File: src/rtl/pool_relu_stream.sv
// Streaming 2x2 max-pool followed by ReLU over a row-major conv feature map.
// One pooled pixel is emitted per bottom-right window pixel through a one-deep output register.
module pool_relu_stream #(
  parameter int DATA_WIDTH = 16,
  parameter int H          = 28,
  parameter int W          = 28
) (
  input  logic                  clk,
  input  logic                  reset,
  input  logic                  in_valid,
  output logic                  in_ready,
  input  logic [DATA_WIDTH-1:0] in_data,
  input  logic                  in_first,
  output logic                  out_valid,
  input  logic                  out_ready,
  output logic [DATA_WIDTH-1:0] out_data,
  output logic                  out_last,
  output logic                  sync_err
);

  localparam int RW = (H > 2) ? $clog2(H) : 1;
  localparam int CW = (W > 2) ? $clog2(W) : 1;
  localparam int LW = (W > 2) ? $clog2(W / 2) : 1;

  logic [RW-1:0]                row_reg;
  logic [CW-1:0]                col_reg;
  logic signed [DATA_WIDTH-1:0] pair_reg;
  logic signed [DATA_WIDTH-1:0] data_reg;
  logic                         valid_reg;
  logic                         last_reg;
  logic                         err_reg;
  logic signed [DATA_WIDTH-1:0] linebuf [W/2];

  logic                         accept;
  logic                         load;
  logic [RW-1:0]                eff_row;
  logic [CW-1:0]                eff_col;
  logic [RW-1:0]                row_next;
  logic [CW-1:0]                col_next;
  logic [LW-1:0]                lb_idx;
  logic                         row_end;
  logic                         col_end;
  logic signed [DATA_WIDTH-1:0] pix;
  logic signed [DATA_WIDTH-1:0] lb_rd;
  logic signed [DATA_WIDTH-1:0] mx_pair;
  logic signed [DATA_WIDTH-1:0] mx_lb;

  function automatic logic signed [DATA_WIDTH-1:0] smax(
    input logic signed [DATA_WIDTH-1:0] a,
    input logic signed [DATA_WIDTH-1:0] b
  );
    return (a > b) ? a : b;
  endfunction

  assign in_ready = !valid_reg || out_ready;

  always_comb begin
    accept   = in_valid && in_ready;
    pix      = in_data;
    // in_first forces the beat to (0,0) whatever the counters say
    eff_row  = in_first ? '0 : row_reg;
    eff_col  = in_first ? '0 : col_reg;
    lb_idx   = LW'(eff_col >> 1);
    lb_rd    = linebuf[lb_idx];
    mx_pair  = smax(pair_reg, pix);
    mx_lb    = smax(lb_rd, pix);
    row_end  = (eff_row == RW'(H - 1));
    col_end  = (eff_col == CW'(W - 1));
    col_next = col_end ? '0 : eff_col + 1'b1;
    row_next = eff_row;
    if (col_end) begin
      row_next = row_end ? '0 : eff_row + 1'b1;
    end
    load     = accept && eff_row[0] && eff_col[0];
  end

  // Line buffer holds the top-row pair maxima; no reset so it maps onto RAM.
  always_ff @(posedge clk) begin
    if (reset && accept && !eff_row[0] && eff_col[0]) begin
      linebuf[lb_idx] <= mx_pair;
    end
  end

  always_ff @(posedge clk) begin
    if (!reset) begin
      row_reg   <= '0;
      col_reg   <= '0;
      pair_reg  <= '0;
      data_reg  <= '0;
      valid_reg <= 1'b0;
      last_reg  <= 1'b0;
      err_reg   <= 1'b0;
    end else begin
      if (accept) begin
        if (in_first && (row_reg != '0 || col_reg != '0)) begin
          err_reg <= 1'b1;
        end
        row_reg <= row_next;
        col_reg <= col_next;
        case ({eff_row[0], eff_col[0]})
          2'b00:   pair_reg <= pix;
          2'b10:   pair_reg <= mx_lb;
          default: ;
        endcase
      end
      if (load) begin
        valid_reg <= 1'b1;
        data_reg  <= mx_pair[DATA_WIDTH-1] ? '0 : mx_pair;
        last_reg  <= row_end && col_end;
      end else if (out_ready) begin
        valid_reg <= 1'b0;
      end
    end
  end

  assign out_valid = valid_reg;
  assign out_data  = data_reg;
  assign out_last  = last_reg;
  assign sync_err  = err_reg;

endmodule

File: config.mk
export PLATFORM = sky130hd
export DESIGN_NAME = pool_relu_stream
export DESIGN_NICKNAME = d
export VERILOG_FILES = /design/src/rtl/pool_relu_stream.sv
export SDC_FILE = /design/constraint.sdc
export NUM_CORES = 1
export LEC_CHECK = 0
export BUFFER_PORTS_ARGS = -buffer_cell sky130_fd_sc_hd__buf_2
export CAP_MARGIN = 10
export CORE_MARGIN = 4
export CORE_UTILIZATION = 46
export CTS_CLUSTER_SIZE = 16
export DETAILED_ROUTE_END_ITERATION = 6
export PLACE_DENSITY = 0.71
export SETUP_SLACK_MARGIN = 0.2
export SYNTH_ARGS = -nofsm -noshare
export SYNTH_HDL_FRONTEND = slang
export SYNTH_SLANG_ARGS = --single-unit
File: constraint.sdc
create_clock -name clk -period 3.1 [get_ports clk]
set_input_delay 0.155 -clock clk [delete_from_list [all_inputs] [get_ports clk]]
set_output_delay 0.155 -clock clk [all_outputs]
set_load 0.03 [all_outputs]
==> results of run 1 <==
==> per-stage QoR <==
step	util, %	TNS [ps]	hold WS, ps	setup slack, ps	std cells
floorplan	-	0	292.8	75.88	868
global placement	53.11	-6797	425.5	-476.4	1315
detailed placement	53.11	-7468	428.5	-545.6	1315
CTS	59.25	-5737	184.5	-387.7	1398
global route	60.35	-8993	223.9	-576.1	1409
finish	60.35	-6867	223.9	-449.9	1409
==> cells by family after synthesis <==
family | count (synthesis) | share of synthesized area [%]
AOI/OAI and AO/OA | 216 | 13.61
xor gates and xnor gates | 1 | 0.07409
adders and majority gates | 34 | 3.598
buffers and inverters | 76 | 3.143
DFF | 268 | 64.34
muxes | 72 | 6.984
other | 1 | 0.03172
and+or+nand+nor | 200 | 8.222
==> critical path: cells and delay by family (launching register included) <==
family,cells,cell delay (ps)
buf+inv,3,430
simple gates,3,650
mux,1,310
flops,1,450
fa+ha+maj,1,300
compound gates,7,1270
==> cell usage after synthesis (all sizes together) (4+ instances only) <==
cell	n	area, sq um
a211oi	4	30.03
a21oi	29	145.1
a221o	16	160.2
a221oi	9	85.08
a22oi	12	90.09
a2bb2oi	20	175.2
and2	13	81.33
buf	27	187.7
clkbuf	25	93.84
dfxtp	44	880.8
edfxtp	224	6726
ha	34	425.4
inv	23	86.33
mux2	37	450.4
mux2i	33	330.3
nand2	44	165.2
nand3	10	50.05
nand4	11	75.07
nor2	74	290.3
nor2b	17	108.9
nor3	5	25.02
nor4	12	75.07
o211ai	4	30.03
o21ai	22	110.1
o221ai	21	246.5
o22ai	59	369.1
==> power by group through the flow <==
stage | logic (mW) | clock network (mW) | registers (mW)
floorplan | 0.345 | 0 | 4.08
global placement | 0.532 | 0 | 4.08
detailed placement | 0.544 | 0 | 4.09
CTS | 0.594 | 3.62 | 4.01
global route | 0.676 | 3.79 | 4.01
finish | 0.629 | 3.58 | 4.01
==> placed cells by master, fill, tap and decap left out, drive strengths merged, types with 4 or more instances in the layout <==
cell type / instances
o21ai: 22
dfxtp: 44
a21oi: 29
and2: 13
dlygate4sd3: 19
edfxtp: 224
clkbuf: 34
ha: 34
o22ai: 59
mux2: 37
a221o: 16
o211ai: 4
a211oi: 4
a22oi: 12
nor4: 12
nor3: 5
nor2: 74
nand2: 44
inv: 25
nand3: 10
nor2b: 17
clkinv: 10
bufinv: 6
nand4: 11
mux2i: 33
o221ai: 21
a2bb2oi: 20
a221oi: 9
buf: 192
==> final cells by class <==
cell class / instances / area [sq um] / share of cell area [%]
tap: 330 / 412.9 / 2.709
sequential: 268 / 7612 / 49.94
clock inverter: 18 / 246.5 / 1.617
clock buffer: 31 / 733.2 / 4.810
inverter: 24 / 91.34 / 0.5992
timing repair buffer: 214 / 1932 / 12.67
multi-input combinational: 524 / 4214 / 27.65
==> layer usage <==
| layer | up-vias | track usage, % | share of wire [%] |
|---|---|---|---|
| met5 | - | 0 | 0 |
| li1 | 3798 | - | - |
| met4 | 0 | 5.752 | 2.2 |
| met3 | 49 | 3.264 | 7.3 |
| met2 | 360 | 34.08 | 48 |
| met1 | 4101 | 29.20 | 43 |
==> how the worst max path moves through the flow <==
| stage | startpoint | to | slack, ps | cells after the start |
|---|---|---|---|---|
| finish | col_reg[1]$_SDFFE_PN0P_ | pair_reg[14]$_SDFFE_PN0P_ | -450 | 15 |
| global route | col_reg[1]$_SDFFE_PN0P_ | pair_reg[14]$_SDFFE_PN0P_ | -580 | 15 |
| CTS | col_reg[1]$_SDFFE_PN0P_ | pair_reg[11]$_SDFFE_PN0P_ | -390 | 13 |
| detailed placement | in_first | pair_reg[11]$_SDFFE_PN0P_ | -550 | 14 |
| global placement | in_first | pair_reg[14]$_SDFFE_PN0P_ | -480 | 14 |
| floorplan | col_reg[1]$_SDFFE_PN0P_ | pair_reg[13]$_SDFFE_PN0P_ | 80 | 15 |
==> timing repair <==
| item | in CTS | in global routing |
|---|---|---|
| setup endpoints to repair | 16 | 72 |
| gates resized for setup | 44 | 25 |
| hold endpoints to repair | 28 | 0 |
| pin swaps | 8 | 16 |
| cloned | 1 | 3 |
| setup buffers | 14 | 8 |
| hold buffers | 19 | 0 |
==> run_results.csv, run 1 <==
group,metric,value,unit
outcome,outcome,"finished, violations left",
outcome,violations,"negative setup slack",
synthesis,syn_area,11820,sq um
min_path,min_to,"col_reg[1]$_SDFFE_PN0P_",
layout,diodes,0,
sta,tightest_slew,701.3,ps
global_route,grt_pass1_wl,46580,um
worst_setup_path,max_stage_delay,450,ps
worst_setup_path,crit_path_top_delay_cell,"dfxtp_4",
placed_design,detailed_place_hpwl,20370,um
sta,rsz0062_at_grt,"true",
detailed_routing,avgRoutedWirePerCell,21.70,um
worst_setup_path,path_cells,"buf_12, buf_6, mux2_4, o22ai_4, a2bb2oi_2, o22ai_2, nor2_1, ha_1, nand4_1, nor4_4, a21boi_4, a211oi_4, o211a_4, clkbuf_16, a221o_1",
detailed_routing,wirelength,30570,um
worst_setup_path,reg2reg_to,"pair_reg[14]$_SDFFE_PN0P_",
pwr,comb_power_share,7.6,%
pwr,switching_share,21.64,%
sta,slew_headroom,53.24,%
clocking,clkSlewWorstSetupHoldPaths,60,ps
sta,setup_violations,16,
synthesis,synth-edff-count,224,
synthesis,syn_area_per_cell,13.62,sq um
pwr,p_per_area,539.2,nW/um^2
detailed_routing,firstDrtPassIters,5,
pwr,p_sw,1.778,mW
pwr,power_frac_clock,43.6,%
layout,final_cell_area,15240,sq um
synthesis,synthesis.nets,923,
placed_design,placed_cell_area,13410,sq um
detailed_routing,drc_errors,0,
clocking,clk_latency,550,ps
layout,nNetsFinal,1115,
die,core-area,25250,sq um
layout,areaGrowthSynthToFinish,28.91,%
worst_setup_path,r2r_cells,15,
clocking,cts.sinks,268,
detailed_routing,first_iter_violations,908,
worst_setup_path,critical_path_arrival,3970,ps
worst_setup_path,start_kind,"register",
sta,slew_viol_final,0,
min_path,hp-start,"in_valid",
global_route,overflow,0,
detailed_routing,routed-via-count,8308,
synthesis,ys_seq_elements,268,
synthesis,yosys_warnings,0,
pwr,peakVddDrop,353.2,uV
clocking,cts_root_buffer,"clkbuf_16",
clocking,tritoncts,"built",
layout,largest_reg_flops,224,
worst_setup_path,crit_type,"reg2reg",
sta,clock_skew,21.95,ps
pwr,internal_power,6.441,mW
synthesis,yosysSeqAreaShare,64.34,%
min_path,hold_path_depth,4,
global_route,grtUsageTotal,20.84,%
die,initial_core_util,46.82,%
die,die_x,168.3,um
global_route,grt_max_degree,23,
global_route,grt_pass1_vias,8148,
placed_design,port_buffers,39,
detailed_routing,ant_nets,0,
min_path,hold_path_class,"in2reg",
pwr,power,8.219,mW
clocking,cts_buffer_depth,3,
sta,final.period_utilization,114.5,%
worst_setup_path,cp.required,3520,ps
synthesis,synthArstFlopShare,0,%
clocking,htreeDepth,1,
pwr,p_leak,5.512,nW
detailed_routing,routed_via_density,5.896,
worst_setup_path,r2r_setup_slack,-450,ps
placed_design,finalWeightedCongestion,0.8744,
die,dieArea,28330,sq um
die,rows,58,
die,die_h,168.3,um
global_route,antenna_found_initial,0,
sta,fin_crit,3550,ps
worst_setup_path,worstSetupEndpointType,"register",
synthesis,ys_types,63,
clocking,numCtsBuffers,28,
run,maxCapViolations,0,
sta,hold_viol_final,0,
die,io_pins,41,
layout,fillers,1837,
sta,fmax,281.7,MHz
synthesis,synthCells,868,
worst_setup_path,path_max_fanout,8,
pwr,share_seq_of_total_power,48.8,%
sta,finalWorstSetupSlack,-449.9,ps
worst_setup_path,r2r-start,"col_reg[1]$_SDFFE_PN0P_",
synthesis,synthFlopType,"edfxtp_1",
layout,layout-drive-gt1-share,31.88,%
(Power assumes the default switching activity.)
==> run 2: changes to the inputs <==
--- a/config.mk
+++ b/config.mk
@@ -5,7 +5,7 @@
 export SDC_FILE = /design/constraint.sdc
 export NUM_CORES = 1
 export LEC_CHECK = 0
-export BUFFER_PORTS_ARGS = -buffer_cell sky130_fd_sc_hd__buf_2
+export BUFFER_PORTS_ARGS = -buffer_cell sky130_fd_sc_hd__buf_4
 export CAP_MARGIN = 10
 export CORE_MARGIN = 4
 export CORE_UTILIZATION = 46
==> run_results.csv, run 2 (synthesis gave the netlist of run 1 again) <==
group,metric,value,unit
outcome,outcome,"finished, violations left",
outcome,violations,"negative setup slack",
pwr,p_per_area,509.6,nW/um^2
worst_setup_path,critical_path_arrival,4030,ps
global_route,grtUsageTotal,22.04,%
global_route,grt_max_degree,19,
clocking,tritoncts,"built",
placed_design,port_buffers,39,
worst_setup_path,cp.required,3570,ps
pwr,p_leak,5.663,nW
pwr,comb_power_share,8.4,%
sta,tightest_slew,692.2,ps
pwr,peakVddDrop,356.0,uV
min_path,hold_path_class,"in2reg",
pwr,p_sw,1.770,mW
clocking,numCtsBuffers,27,
detailed_routing,ant_nets,0,
clocking,cts_root_buffer,"clkbuf_16",
global_route,grt_pass1_wl,48800,um
clocking,htreeDepth,1,
sta,rsz0062_at_grt,"true",
layout,layout_commonest_cell,"edfxtp_1",
global_route,antenna_found_initial,0,
pwr,switching_share,22.23,%
die,die_x,168.3,um
global_route,grt_pass1_vias,8214,
pwr,internal_power,6.191,mW
sta,hold_viol_final,0,
die,io_pins,41,
worst_setup_path,max_stage_delay,400,ps
worst_setup_path,path_max_fanout,7,
worst_setup_path,cp_top_family,"compound AO/OA/AOI/OAI gates",
sta,clock_skew,27.53,ps
layout,diodes,0,
die,rows,58,
worst_setup_path,start_kind,"register",
detailed_routing,drc_errors,0,
detailed_routing,first_iter_violations,966,
detailed_routing,wirelength,33460,um
layout,areaGrowthSynthToFinish,32.11,%
pwr,power,7.961,mW
die,dieArea,28330,sq um
sta,slew_viol_final,0,
layout,layout-drive-gt1-share,35.82,%
sta,finalWorstSetupSlack,-469.4,ps
layout,fillers,1753,
sta,setup_violations,16,
detailed_routing,firstDrtPassIters,5,
die,initial_core_util,46.82,%
clocking,clkSlewWorstSetupHoldPaths,60,ps
worst_setup_path,crit_type,"reg2reg",
die,die_h,168.3,um
layout,nNetsFinal,1134,
placed_design,detailed_place_hpwl,21160,um
clocking,cts.sinks,268,
worst_setup_path,worstSetupEndpointType,"register",
run,maxCapViolations,0,
clocking,clk_latency,540,ps
die,core-area,25250,sq um
sta,fin_crit,3569,ps
detailed_routing,avgRoutedWirePerCell,23.40,um
detailed_routing,routed_via_density,6.036,
pwr,share_seq_of_total_power,50.3,%
worst_setup_path,crit_buf_inv,5,
worst_setup_path,crit_path_top_delay_cell,"dfxtp_4",
global_route,overflow,0,
pwr,power_frac_clock,41.2,%
layout,fin_util,61.85,%
clocking,cts_buffer_depth,3,
layout,largest_reg_flops,224,
sta,slew_headroom,53.85,%
placed_design,finalWeightedCongestion,0.8996,
worst_setup_path,path_cells,"buf_12, buf_16, buf_6, mux2_2, o22ai_1, a2bb2oi_1, o22ai_1, nor2_1, ha_1, nand2_2, nor4_4, buf_4, a211o_1, or3_4, buf_6, nor2_4, a221o_1",
layout,final_cell_mix,"224 x edfxtp_1, 180 x buf_4, 69 x nor2_1",
sta,fmax,280.2,MHz
detailed_routing,routed-via-count,8631,
sta,final.period_utilization,115.1,%
[run 2: through the flow]
| step | setup WS (ps) | setup TNS, ps | std cells | hold WS [ps] | instance area, sq um |
|---|---|---|---|---|---|
| floorplan | 75.88 | 0 | 868 | 292.8 | 11930 |
| global placement | -384.3 | -5313 | 1327 | 407.5 | 13560 |
| detailed placement | -435.7 | -5972 | 1327 | 407.0 | 13560 |
| CTS | -339.2 | -5068 | 1409 | 150.2 | 15020 |
| global route | -599.5 | -8912 | 1430 | 247.1 | 15620 |
| finish | -469.4 | -6772 | 1430 | 177.0 | 15620 |
[run 2: routing by layer]
metal / track usage [%] / vias up / wire (um)
li1: - / 3840 / -
met1: 31.12 / 4260 / 13480
met2: 34.75 / 463 / 15830
met3: 4.367 / 68 / 3125
met4: 6.775 / 0 / 1027
met5: 0 / - / 0
[run 2: cell type report]
cell class | instances | area, sq um | area share (%)
Sequential cell | 268 | 7612 | 48.73
Multi-Input combinational cell | 524 | 4414 | 28.26
Timing Repair Buffer | 234 | 2196 | 14.06
Clock buffer | 35 | 735.7 | 4.710
Tap cell | 330 | 412.9 | 2.643
Clock inverter | 15 | 157.7 | 1.009
Inverter | 24 | 91.34 | 0.5847
[run 2: final timing paths]
kind / from / end / slack (ps) / cells after the start
hold / removal: in_valid / col_reg[1]$_SDFFE_PN0P_ / 180 / 4
setup reg to reg: col_reg[1]$_SDFFE_PN0P_ / pair_reg[15]$_SDFFE_PN0P_ / -470 / 17
hold reg to reg: out_data[5]$_SDFFE_PN0P_ / out_data[5]$_SDFFE_PN0P_ / 470 / 2
setup / recovery: col_reg[1]$_SDFFE_PN0P_ / pair_reg[15]$_SDFFE_PN0P_ / -470 / 17
[run 2: power by group through the flow]
stage	Sequential (mW)	Clock, mW	Combinational, mW
after floorplan	4.08	0	0.345
after global placement	4.08	0	0.554
after detailed placement	4.08	0	0.566
after CTS	4.01	3.29	0.615
after global routing	4.01	3.48	0.721
final	4.01	3.28	0.672
[run 2: what timing repair did]
item / CTS / global route
hold endpoints to repair: 32 / 0
setup buffers: 11 / 18
gates cloned: 3 / 3
hold buffers: 18 / 0
pin swaps: 8 / 19
resized for setup: 45 / 63
setup endpoints to repair: 16 / 94
[run 2: worst min-delay path: stages]
cell      delay, ps
buf_4            80
nand2_1         210
nand2_1         140
a21boi_0         70
==> run 3: changes to the inputs <==
--- a/config.mk
+++ b/config.mk
@@ -11,8 +11,9 @@
 export CORE_UTILIZATION = 46
 export CTS_CLUSTER_SIZE = 16
 export DETAILED_ROUTE_END_ITERATION = 6
-export PLACE_DENSITY = 0.71
+export PLACE_DENSITY = 0.69
 export SETUP_SLACK_MARGIN = 0.2
+export SLEW_MARGIN = 20
 export SYNTH_ARGS = -nofsm -noshare
 export SYNTH_HDL_FRONTEND = slang
 export SYNTH_SLANG_ARGS = --single-unit
==> constraint.sdc (replaced) <==
create_clock -name clk -period 3.77 [get_ports clk]
set_input_delay 0.1885 -clock clk [delete_from_list [all_inputs] [get_ports clk]]
set_output_delay 0.1885 -clock clk [all_outputs]
set_load 0.03 [all_outputs]
==> run_results.csv, run 3 (synthesis gave the netlist of run 1 again) <==
group,metric,value,unit
worst_setup_path,crit_type,"reg2reg",
worst_setup_path,critical_path_arrival,3990,ps
sta,clock_skew,18.12,ps
worst_setup_path,crit_start,"col_reg[1]$_SDFFE_PN0P_",
worst_setup_path,crit_path_end,"pair_reg[15]$_SDFFE_PN0P_",
layout,final_cell_mix,"224 x edfxtp_1, 102 x buf_4, 70 x nor2_1",
clocking,clk_latency,550,ps
worst_setup_path,start_kind,"register",
die,core-area,25250,sq um
pwr,peakVddDrop,516.6,uV
global_route,antenna_found_initial,0,
clocking,htreeDepth,1,
sta,tightest_slew,1043,ps
detailed_routing,drc_errors,0,
global_route,grt_pass1_vias,7750,
placed_design,finalWeightedCongestion,0.8707,
clocking,cts.sinks,268,
worst_setup_path,path_max_fanout,16,
layout,layout_commonest_cell,"edfxtp_1",
global_route,grtUsageTotal,20.18,%
clocking,tritoncts,"built",
die,io_pins,41,
detailed_routing,ant_nets,0,
layout,nNetsFinal,1042,
placed_design,pre_cts_ws,43.99,ps
clocking,cts_root_buffer,"clkbuf_16",
layout,diodes,0,
worst_setup_path,reg2reg_to,"pair_reg[15]$_SDFFE_PN0P_",
placed_design,detailed_place_hpwl,19470,um
layout,largest_reg_flops,224,
global_route,grt_max_degree,35,
die,rows,58,
sta,setup_violations,0,
pwr,power,6.545,mW
detailed_routing,routed_via_density,5.941,
detailed_routing,routed-via-count,7955,
sta,rsz0062_at_grt,"true",
detailed_routing,avgRoutedWirePerCell,21.94,um
sta,slew_viol_final,0,
pwr,p_leak,5.085,nW
worst_setup_path,r2r_setup_slack,200,ps
die,die_x,168.3,um
detailed_routing,wirelength,29380,um
sta,fmax,280.1,MHz
die,die_h,168.3,um
run,maxCapViolations,0,
clocking,numCtsBuffers,28,
detailed_routing,first_iter_violations,726,
global_route,overflow,0,
min_path,hold_path_class,"in2reg",
worst_setup_path,r2r_cells,15,
sta,fin_crit,3570,ps
global_route,grt_pass1_wl,45010,um
placed_design,port_buffers,39,
clocking,clkSlewWorstSetupHoldPaths,60,ps
sta,slew_headroom,30.30,%
worst_setup_path,cp.required,4190,ps
layout,areaGrowthSynthToFinish,21.90,%
die,dieArea,28330,sq um
sta,hold_viol_final,0,
outcome,outcome,"finished, final reports clean",
worst_setup_path,worstSetupEndpointType,"register",
pwr,p_per_area,454.1,nW/um^2
sta,tns,0,ps
sta,finalWorstSetupSlack,199.6,ps
min_path,hold_path_depth,4,
worst_setup_path,r2r-start,"col_reg[1]$_SDFFE_PN0P_",
die,initial_core_util,46.82,%
layout,layout-drive-gt1-share,25.47,%
clocking,cts_buffer_depth,3,
sta,final.period_utilization,94.71,%
detailed_routing,firstDrtPassIters,5,
## run 3: routing by layer
metal,global-route usage (%),up-vias,wire [um]
met5,0,-,0
met4,6.422,0,705
met3,2.935,49,2320
met2,32.65,320,13900
met1,28.36,3930,12460
li1,-,3656,-
## run 3: timing repair
item / in CTS / in global routing
setup endpoints to repair: 16 / 16
hold buffers: 18 / 0
buffers inserted: 1 / 12
gates resized for setup: 12 / 35
endpoints found under the hold margin: 30 / 0
pin swaps: 2 / 16
cloned: 1 / 2
## run 3: power breakdown
part / leakage (nW) / internal [mW] / switching (mW)
Sequential: 2.39 / 3.28 / 0.0180
Combinational: 2.23 / 0.179 / 0.284
Clock: 0.459 / 1.67 / 1.11
## run 3: final cells by class
| class | count | area [sq um] |
|---|---|---|
| Tap cell | 330 | 412.9 |
| Inverter | 24 | 91.34 |
| Fill cell | 1960 | 10840 |
| Timing Repair Buffer | 141 | 1335 |
| Sequential cell | 268 | 7612 |
| Clock inverter | 20 | 202.7 |
| Multi-Input combinational cell | 524 | 4023 |
| Clock buffer | 32 | 737.0 |
## run 3: critical path, stage by stage, from the launching register on
cell and delay [ps]:
dfxtp_4 470, buf_8 150, mux2_2 340, o22ai_1 120, a2bb2oi_1 90, o22ai_2 280
nor2_1 90, ha_1 300, nand4_1 180, nor4_1 310, buf_4 160, a21boi_2 160
a211oi_2 70, o211a_1 250, buf_12 160, a221o_1 290
## run 3: how the worst min path moves through the flow
stage                startpoint                        end  slack (ps)
floorplan           in_data[12]  pair_reg[12]$_SDFFE_PN0P_         330
global route           in_first      sync_err$_SDFFE_PN0P_         280
detailed placement  in_data[10]  pair_reg[10]$_SDFFE_PN0P_         440
global placement     in_data[6]   pair_reg[6]$_SDFFE_PN0P_         440
finish                 in_valid    col_reg[1]$_SDFFE_PN0P_         240
CTS                    in_valid    col_reg[1]$_SDFFE_PN0P_         220
## run 3: stage by stage
step	instance area [sq um]	hold slack (ps)	util, %	std cells
floorplan	11820	326.3	-	868
global placement	12910	442.0	51.13	1253
detailed placement	12910	442.4	51.13	1253
CTS	14120	221.0	55.92	1325
global route	14410	278.5	57.07	1339
finish	14410	239.0	57.07	1339
